**src/rtl/pipe_stage_fifo.sv**
```systemverilog
// Pipeline stage register generalised to a DEPTH-entry in-order buffer with
// valid/allow_in handshake, stage-local ready_go stall and synchronous flush.
module pipe_stage_fifo #(
  parameter int unsigned DATA_W          = 32,
  parameter int unsigned DEPTH           = 2,
  parameter bit          CLEAR_ON_BUBBLE = 1'b1,
  localparam int unsigned CNT_W          = $clog2(DEPTH + 1)
) (
  input  logic              clk,
  input  logic              rst,
  input  logic              in_valid,
  output logic              in_allow_in,
  input  logic [DATA_W-1:0] in_data,
  input  logic              ready_go,
  output logic              out_valid,
  input  logic              out_allow_in,
  output logic [DATA_W-1:0] out_data,
  input  logic              flush,
  output logic [CNT_W-1:0]  count,
  output logic              full,
  output logic              empty
);

  localparam int unsigned      PTR_W    = (DEPTH > 1) ? $clog2(DEPTH) : 1;
  localparam logic [PTR_W-1:0] LAST_IDX = PTR_W'(DEPTH - 1);
  localparam logic [CNT_W-1:0] FULL_CNT = CNT_W'(DEPTH);

  logic [DATA_W-1:0] mem [DEPTH];
  logic [PTR_W-1:0]  rd_ptr;
  logic [PTR_W-1:0]  wr_ptr;
  logic [CNT_W-1:0]  cnt;
  logic              push;
  logic              pop;
  logic [DATA_W-1:0] head;

  // Explicit wrap so non-power-of-two depths stay in range
  function automatic logic [PTR_W-1:0] ptr_next(input logic [PTR_W-1:0] p);
    return (p == LAST_IDX) ? '0 : p + 1'b1;
  endfunction

  assign full        = (cnt == FULL_CNT);
  assign empty       = (cnt == '0);
  assign count       = cnt;
  assign out_valid   = ~empty;
  assign pop         = out_valid & ready_go & out_allow_in;
  assign in_allow_in = ~full | pop;
  assign push        = in_valid & in_allow_in & ~flush;
  assign head        = mem[rd_ptr];

  always_ff @(posedge clk or negedge rst) begin
    if (!rst) begin
      cnt    <= '0;
      rd_ptr <= '0;
      wr_ptr <= '0;
    end else if (flush) begin
      cnt    <= '0;
      rd_ptr <= '0;
      wr_ptr <= '0;
    end else begin
      if (push) wr_ptr <= ptr_next(wr_ptr);
      if (pop)  rd_ptr <= ptr_next(rd_ptr);
      if (push && !pop)      cnt <= cnt + 1'b1;
      else if (pop && !push) cnt <= cnt - 1'b1;
    end
  end

  always_ff @(posedge clk) begin
    if (push) mem[wr_ptr] <= in_data;
  end

  generate
    if (CLEAR_ON_BUBBLE) begin : g_clear
      assign out_data = empty ? '0 : head;
    end else begin : g_hold
      // rd_ptr has moved past the last head once drained, so keep a copy of it
      logic [DATA_W-1:0] hold_q;
      always_ff @(posedge clk or negedge rst) begin
        if (!rst)        hold_q <= '0;
        else if (!empty) hold_q <= head;
      end
      assign out_data = empty ? hold_q : head;
    end
  endgenerate

endmodule

```
**config.mk**
```make
export PLATFORM = sky130hd
export DESIGN_NAME = pipe_stage_fifo
export DESIGN_NICKNAME = d
export VERILOG_FILES = /design/src/rtl/pipe_stage_fifo.sv
export SDC_FILE = /design/constraint.sdc
export NUM_CORES = 1
export LEC_CHECK = 0
export BUFFER_PORTS_ARGS = -buffer_cell sky130_fd_sc_hd__buf_4
export CORE_ASPECT_RATIO = 1.4
export CORE_MARGIN = 5
export CORE_UTILIZATION = 40
export DETAILED_ROUTE_END_ITERATION = 10
export SETUP_SLACK_MARGIN = 0.5
export SLEW_MARGIN = 40
export SYNTH_ARGS = -nofsm -noshare
export SYNTH_HDL_FRONTEND = slang
export SYNTH_SLANG_ARGS = --single-unit
```
**constraint.sdc**
```tcl
create_clock -name clk -period 8 [get_ports clk]
set_input_delay 0.4 -clock clk [delete_from_list [all_inputs] [get_ports clk]]
set_output_delay 0.4 -clock clk [all_outputs]
set_load 0.1 [all_outputs]
```
; Word level (Yosys, flattened, before mapping)
; Memories as Yosys holds them, arrays and structs flattened.
; Cells that the tools add are included.
; W data, S select, Z words.
[totals]
regBits = 4
ram_bits = 64
in_bits = 38
mem_count = 1
[op_classes]
n_addsub = 4
eq_ne = 1
muxes = 12
bitwise_logic = 8
n_reduce_logical = 8
[memory_table]
columns = name, words, width, read_ports, rd_clocked_by_memory_dff, write_ports, line
row1 = mem, 2, 32, 1, 0, 1, 28  ; logic [DATA_W-1:0] mem [DEPTH];
[op_table]
columns = operator, count
row1 = $mux W32, 1
row2 = $mux W1, 8
row3 = $mux W2, 3
row4 = $and A1 B1 Y1, 4
row5 = $reduce_bool A2 Y1, 2
row6 = $not A1 Y1, 3
row7 = $reduce_bool A3 Y1, 1
row8 = $add A1 B1 Y1 const B, 2
row9 = $add A2 B1 Y2 const B, 1
row10 = $eq A2 B2 Y1 const B, 1
row11 = $logic_and A1 B1 Y1, 2
row12 = $logic_not A1 Y1, 2
row13 = $logic_not A2 Y1, 1
row14 = $sub A2 B1 Y2 const B, 1
row15 = $or A1 B1 Y1, 1

; Depth between registers and ports, before layout
; Gate-level depths: netlist of run 1.
[logic_depth]
ltp_word = 12
depth_mapped = 4
ltp_nobuf = 3

; Worst setup path before layout of run 1
; Ideal clock, no wire load.
[synth_timing]
path_type = reg2reg
start = register cnt[0] (netlist: count[0])
end = memory mem[1][0], enable pin
arrival_time_ns = 4.234
setup_slack_ns = 3.299
stages_incl_launch_ff = 4
period_less_slack_ns = 4.701
path_cell_list = dfrtp_1 > nor2b_2 > a21bo_2 > nor3b_1
[synth_via]
word_cells_on_any_way = 11
[synth_rtl]
columns = item, line
row1 = "start, declared", 31  ; logic [CNT_W-1:0] cnt;
row2 = "start signal, assigned", 62  ; if (push && !pop) cnt <= cnt + 1'b1;
row3 = "start signal, assigned", 63  ; else if (pop && !push) cnt <= cnt - 1'b1;
row4 = $eq A2 B2 Y1, 41  ; assign full = (cnt == FULL_CNT);
row5 = via full, 20  ; output logic full,
row6 = $not A1 Y1, 46  ; assign in_allow_in = ~full | pop;
row7 = $or A1 B1 Y1, 46
row8 = $and A1 B1 Y1 (2 in a row), 47  ; assign push = in_valid & in_allow_in & ~flush;
row9 = $mux W1, 68  ; if (push) mem[wr_ptr] <= in_data;
row10 = $mux W1 (implied by the code), 68
row11 = "end, declared", 28
; The timed path passes the listed nets, and every way through them passes these cells.

; Worst setup path in the final report of run 1
[layout_timing]
start = register rd_ptr
end = output out_data[14]
[layout_via]
elab_chain_cells = 2
[layout_lines]
columns = item, line
row1 = "start, declared", 29  ; logic [PTR_W-1:0] rd_ptr;
row2 = "start signal, assigned", 61  ; if (pop) rd_ptr <= ptr_next(rd_ptr);
row3 = $mem_v2 Z2 W32, -
row4 = $mux W32, 73  ; assign out_data = empty ? '0 : head;
row5 = "end, declared", 17  ; output logic [DATA_W-1:0] out_data,
; Every way passes these cells.

==> results_dict.tcl, run 1 <==
set metrics [dict create \
    outcome "finished, final reports clean" \
    synth_common_cells "64 x edfxtp_1, 33 x nor2_1, 32 x mux2i_1" \
    antenna_found_initial 0 \
    regArea_sq_um 2030 \
    p_leak_nw 1.34 \
    portBuffers 75 \
    drive_above_1_share 0.402 \
    grt_pass1_wl_microns 8270 \
    ys_types 22 \
    dieHeight_microns 106 \
    drtPass1Iterations 3 \
    worstSetupEndpointType "output pin" \
    nFillCells 546 \
    ys_top_cells_by_area "edfxtp_1 73%, mux2i_1 12%, nor2_1 4.7%" \
    cp_max_fo 34 \
    drtIter0Drc 85 \
    synthToLayoutAreaGrowth_pct 34.5 \
    hold_class "primary input to flip-flop" \
    cts.sinks 68 \
    initial_core_util 0.405 \
    syn_area_per_cell_sq_um 16.3 \
    antennaDiodeCount 0 \
    syn_nets 200 \
    grt_pass1_vias 1724 \
    fin_skew_ps 6.91 \
    synth_flop_cell "edfxtp_1" \
    yosysSeqAreaShare 0.764 \
    worstSkewPairLatency_ps 340 \
    yosysMostFrequentCell "edfxtp_1" \
    rows 35 \
    irDropWorstVdd_mv 0.137 \
    crit_slowest_cell "dfrtp_4" \
    cp_cell_sequence "mux2i_1 > nor2_1 > buf_4" \
    drc 0 \
    fin_crit_sh 0.275 \
    die_w_microns 78.7 \
    clockBufferDepth 2 \
    dpl.hpwl_microns 3470 \
    via_per_inst 4.82 \
    place_congestion 0.716 \
    postCtsSetupBuffers 0 \
    tns_ps 0 \
    critPathArrivalTime_ps 1800 \
    cts_tree "yes" \
    wl_microns 5180 \
    fin_crit_ps 2200 \
    cts-buffers-inserted 9 \
    dp_worst_setup_slack_ps 6060 \
    worstMarginPinSlew_ps 585 \
    synth-seq-cells 68 \
    relSlewSlack 0.610 \
    fp.coreArea_sq_um 6530 \
    globalRoute.totalOverflow 0 \
    ios 76 \
    grt_max_degree 37 \
    netlist_area_sq_um 2650 \
    ant_nets 0 \
    multi_input_area_sq_um 591 \
    fin_ws_ps 5800 \
    cts_root_buf "clkbuf_8" \
    synthArstFlopShare 0.0588 \
    worstPathRequired_ps 7600 \
    hold_viol 0 \
    synth_edf_count 64 \
    setup_viol 0 \
    cap_violations 0 \
    worstSetupPathType "flip-flop to output pin" \
    synth_top_area_share 0.727 \
    die-area_sq_um 8360 \
    synth_top_area_cell "edfxtp_1" \
    routedWlPerCell_microns 16.0 \
    h-tree-depth 3 \
    grt_setup_unrepaired "false" \
    vias 1568 \
    fin_nets 284 \
    powerDensity_nw_per_um2 270 \
    drv_slew 0 \
    grt_usage 0.133 \
    netlist_instances 162 \
    yosysWarnings 0 \
    slowest_delay_ps 810 \
    clk_pin_slew_worst_paths_ps 70 \
    max_freq_ghz 0.454 \
    start_kind "flip-flop" \
]
## report_power, final
part | internal (mW) | total, mW | leakage [nW] | switching, mW
Clock | 0.206 | 0.331 | 0.117 | 0.125
Combinational | 0.0490 | 0.214 | 0.582 | 0.165
Sequential | 0.406 | 0.416 | 0.638 | 0.00961
Total | 0.661 | 0.961 | 1.34 | 0.300
## routing by layer
layer / wire length, microns / vias up / GRT usage
met2: 2820 / 44 / 0.235
met5: 0 / - / 0
met3: 297 / 8 / 0.0347
met4: 114 / 0 / 0.0825
li1: - / 764 / -
met1: 1950 / 752 / 0.139
## repair_timing
action                                 4_1_cts  5_1_grt
gates resized for setup                      0        0
endpoints found under the hold margin        4        0
hold buffers                                 1        0
## sequential cells by signal, summed over array words and instances, names as in the netlist
| name | cells |
|---|---|
| count | 2 |
| mem | 64 |
| rd_ptr | 1 |
| wr_ptr | 1 |
## placed cells by master (no fill, tap or decap), types with 2 or more instances in the layout
cell type | Yosys | layout
or3_1 | 2 | 2
a21oi_1 | 3 | 3
dfrtp_1 | 4 | 3
edfxtp_1 | 64 | 64
mux2i_1 | 32 | 32
nor2_1 | 33 | 33
inv_1 | 2 | 2
clkbuf_8 | 0 | 9
buf_4 | 0 | 79
bufinv_16 | 0 | 3
nand2_1 | 2 | 2
## per-stage QoR
stage / cell area (sq um) / instances / util / power, mW / hold WS (ps)
3_5_place_dp: 3310 / 308 / 0.507 / 0.640 / 201
2_1_floorplan: 2650 / 162 / - / 0.583 / 104
6_report: 3560 / 325 / 0.545 / 0.961 / 244
3_3_place_gp: 3310 / 308 / 0.507 / 0.638 / 201
4_1_cts: 3560 / 325 / 0.545 / 0.972 / 227
5_1_grt: 3560 / 325 / 0.545 / 0.995 / 230
## worst max-delay path, delay by kind of cell (launching register included)
family                 cells  cell delay, ps
multiplexers               1             150
AND/OR/NAND/NOR            1             170
flip-flops                 1             810
buffers and inverters      1             320
## worst paths after layout
kind / from / cells past startpoint / slack (ps) / end
max: rd_ptr / 3 / 5800 / out_data[14]
min: in_data[23] / 1 / 240 / mem[1][23]
max reg2reg: count[1] / 4 / 6190 / mem[1][24]
min reg2reg: count[1] / 2 / 620 / count[1]
max in group asynchronous: rst / 2 / 7490 / rd_ptr
min in group asynchronous: rst / 2 / 390 / count[1]
## area by class of cell
class,instances,share of cell area
Clock inverter,7,0.0323
Timing Repair Buffer,80,0.169
Inverter,2,0.00211
Sequential cell,68,0.569
Clock buffer,9,0.0348
Multi-Input combinational cell,85,0.166
Tap cell,74,0.0260
## cells by family after synthesis
kind of cell | share of synthesized area
flip-flops | 0.764
AND/OR/NAND/NOR | 0.0691
multiplexers | 0.125
XOR/XNOR | 0.00331
buffers and inverters | 0.0161
AO/OA/AOI/OAI | 0.0218
No activity file was read; power rests on OpenSTA's default activity.
==> run 2: changes to the inputs <==
--- a/config.mk
+++ b/config.mk
@@ -10,6 +10,7 @@
 export CORE_MARGIN = 5
 export CORE_UTILIZATION = 40
 export DETAILED_ROUTE_END_ITERATION = 10
+export PLACE_DENSITY = 0.67
 export SETUP_SLACK_MARGIN = 0.5
 export SLEW_MARGIN = 40
 export SYNTH_ARGS = -nofsm -noshare
==> constraint.sdc (replaced) <==
create_clock -name clk -period 1.8 [get_ports clk]
set_input_delay 0.09 -clock clk [delete_from_list [all_inputs] [get_ports clk]]
set_output_delay 0.09 -clock clk [all_outputs]
set_load 0.1 [all_outputs]
==> run 2 against run 1 <==
Effect of this change:
- worst hold slack worse by 180 ps
- global-route usage rose by 3.0 points
- final cell count is 19% higher
- sequential power rose to 4.4 times the previous value
- via count is 19% higher
- critical path depth is 2 higher
- design area rose by 46%
- largest cell class unchanged
==> results_dict.tcl, run 2 (same netlist as run 1, synthesis figures left out) <==
set metrics [dict create \
    outcome "finished, final reports clean" \
    tns_ps 0 \
    finalPower_mw 4.61 \
    drc 0 \
    met3_usage 0.0373 \
    fp.coreArea_sq_um 6530 \
    hold_ws_ps 61.9 \
    postLayoutCellArea_sq_um 5190 \
    cap_violations 0 \
    final_cell_mix "64 x edfxtp_1, 45 x buf_4, 43 x buf_12, 34 x dlygate4sd3_1, 33 x nor2_4" \
    vias 1873 \
    worstSkewPairLatency_ps 340 \
    fin_util 0.796 \
    ant_nets 0 \
    dieHeight_microns 106 \
    fin_nets 345 \
    relSlewSlack 0.820 \
    fin_crit_ps 1700 \
    clk_pin_slew_worst_paths_ps 80 \
    dpl.hpwl_microns 3790 \
    globalRoute.totalOverflow 0 \
    place_congestion 0.738 \
    cts-buffers-inserted 9 \
    die_w_microns 78.7 \
    start_kind "flip-flop" \
    top_register "mem" \
    grt_usage 0.163 \
    cts_root_buf "clkbuf_8" \
    worstPathRequired_ps 1860 \
    routedWlPerCell_microns 19.6 \
    irDropWorstVdd_mv 0.608 \
    clockBufferDepth 2 \
    fin_ws_ps 101 \
    antenna_found_initial 0 \
    max_freq_ghz 0.589 \
    worstMarginPinSlew_ps 263 \
    drv_slew 0 \
    largest_register_ffs 64 \
    layout_commonest_cell "edfxtp_1" \
    wl_microns 7580 \
    grt_max_degree 25 \
    antennaDiodeCount 0 \
    use_met1 0.165 \
    synthToLayoutAreaGrowth_pct 96.3 \
    grt_util_met2 0.306 \
    h-tree-depth 3 \
    ios 76 \
    initial_core_util 0.405 \
    hold_viol 0 \
    dp_cells 314 \
    fin_crit_sh 0.944 \
    top_usage_layer "met2" \
    dp_worst_setup_slack_ps 130 \
    setup_viol 0 \
    final_cells 386 \
    rows 35 \
    p_leak_nw 1.87 \
    cts_tree "yes" \
    drive_above_1_share 0.628 \
    placed_area_sq_um 3690 \
    grt_pass1_vias 2045 \
    via_per_inst 4.85 \
    cp_max_fo 6 \
    hold_class "primary input to flip-flop" \
    powerDensity_nw_per_um2 888 \
    drtIter0Drc 111 \
    drtPass1Iterations 4 \
    portBuffers 75 \
    die-area_sq_um 8360 \
    critPathArrivalTime_ps 1760 \
    grt_pass1_wl_microns 9980 \
    grt_setup_unrepaired "true" \
    fin_skew_ps 9.92 \
    cts.sinks 68 \
    worstSetupEndpointType "flip-flop" \
    worstSetupPathType "flip-flop to flip-flop" \
]
==> run 2: cell types whose count changed in the layout (fill, tap and decap cells not counted), sizes merged <==
cell	change
buf	+23
bufinv	-3
inv	+1
dlygate4sd3	+33
clkbuf	+5
clkinv	-1
clkinvlp	+3
==> run 2: final timing paths <==
kind | cells after the start | end | slack (ps) | from
worst max-delay path | 5 | mem[0][2] | 100 | count[1]
worst min-delay path | 3 | count[1] | 60 | in_valid
worst max register to register | 5 | mem[0][2] | 100 | count[1]
worst min register to register | 2 | count[1] | 690 | count[1]
max in group asynchronous | 2 | rd_ptr | 1580 | rst
min in group asynchronous | 2 | wr_ptr | 90 | rst
==> run 2: cell type report <==
cell class | instances | area, sq um
sequential | 68 | 2030
timing repair buffer | 141 | 1840
fill | 335 | 1330
multi-input combinational | 85 | 1040
clock buffer | 9 | 124
tap | 74 | 92.6
clock inverter | 7 | 52.6
inverter | 2 | 12.5
==> run 2: report_power, final <==
part	switching, mW	total, mW	internal, mW
clock network	0.601	1.10	0.502
logic	0.969	1.66	0.691
registers	0.0388	1.85	1.81
==> run 2: worst max-delay path: stages, from the launching register on <==
cell	delay, ps
dfrtp_4	510
nor2b_4	150
a21bo_4	230
nor3_4	180
buf_6	180
clkbuf_16	160
==> run 2: timing repair <==
action / CTS / global route
hold buffers: 34 / 0
cloned: 2 / 6
endpoints found under the setup margin: 102 / 105
pin swaps: 3 / 3
buffers inserted: 12 / 2
endpoints found under the hold margin: 70 / 0
gates resized for setup: 93 / 77
==> run 2: layer usage <==
| metal | share of wire | up-vias |
|---|---|---|
| li1 | - | 895 |
| met1 | 0.37 | 923 |
| met2 | 0.59 | 44 |
| met3 | 0.031 | 11 |
| met4 | 0.016 | 0 |
| met5 | 0 | - |
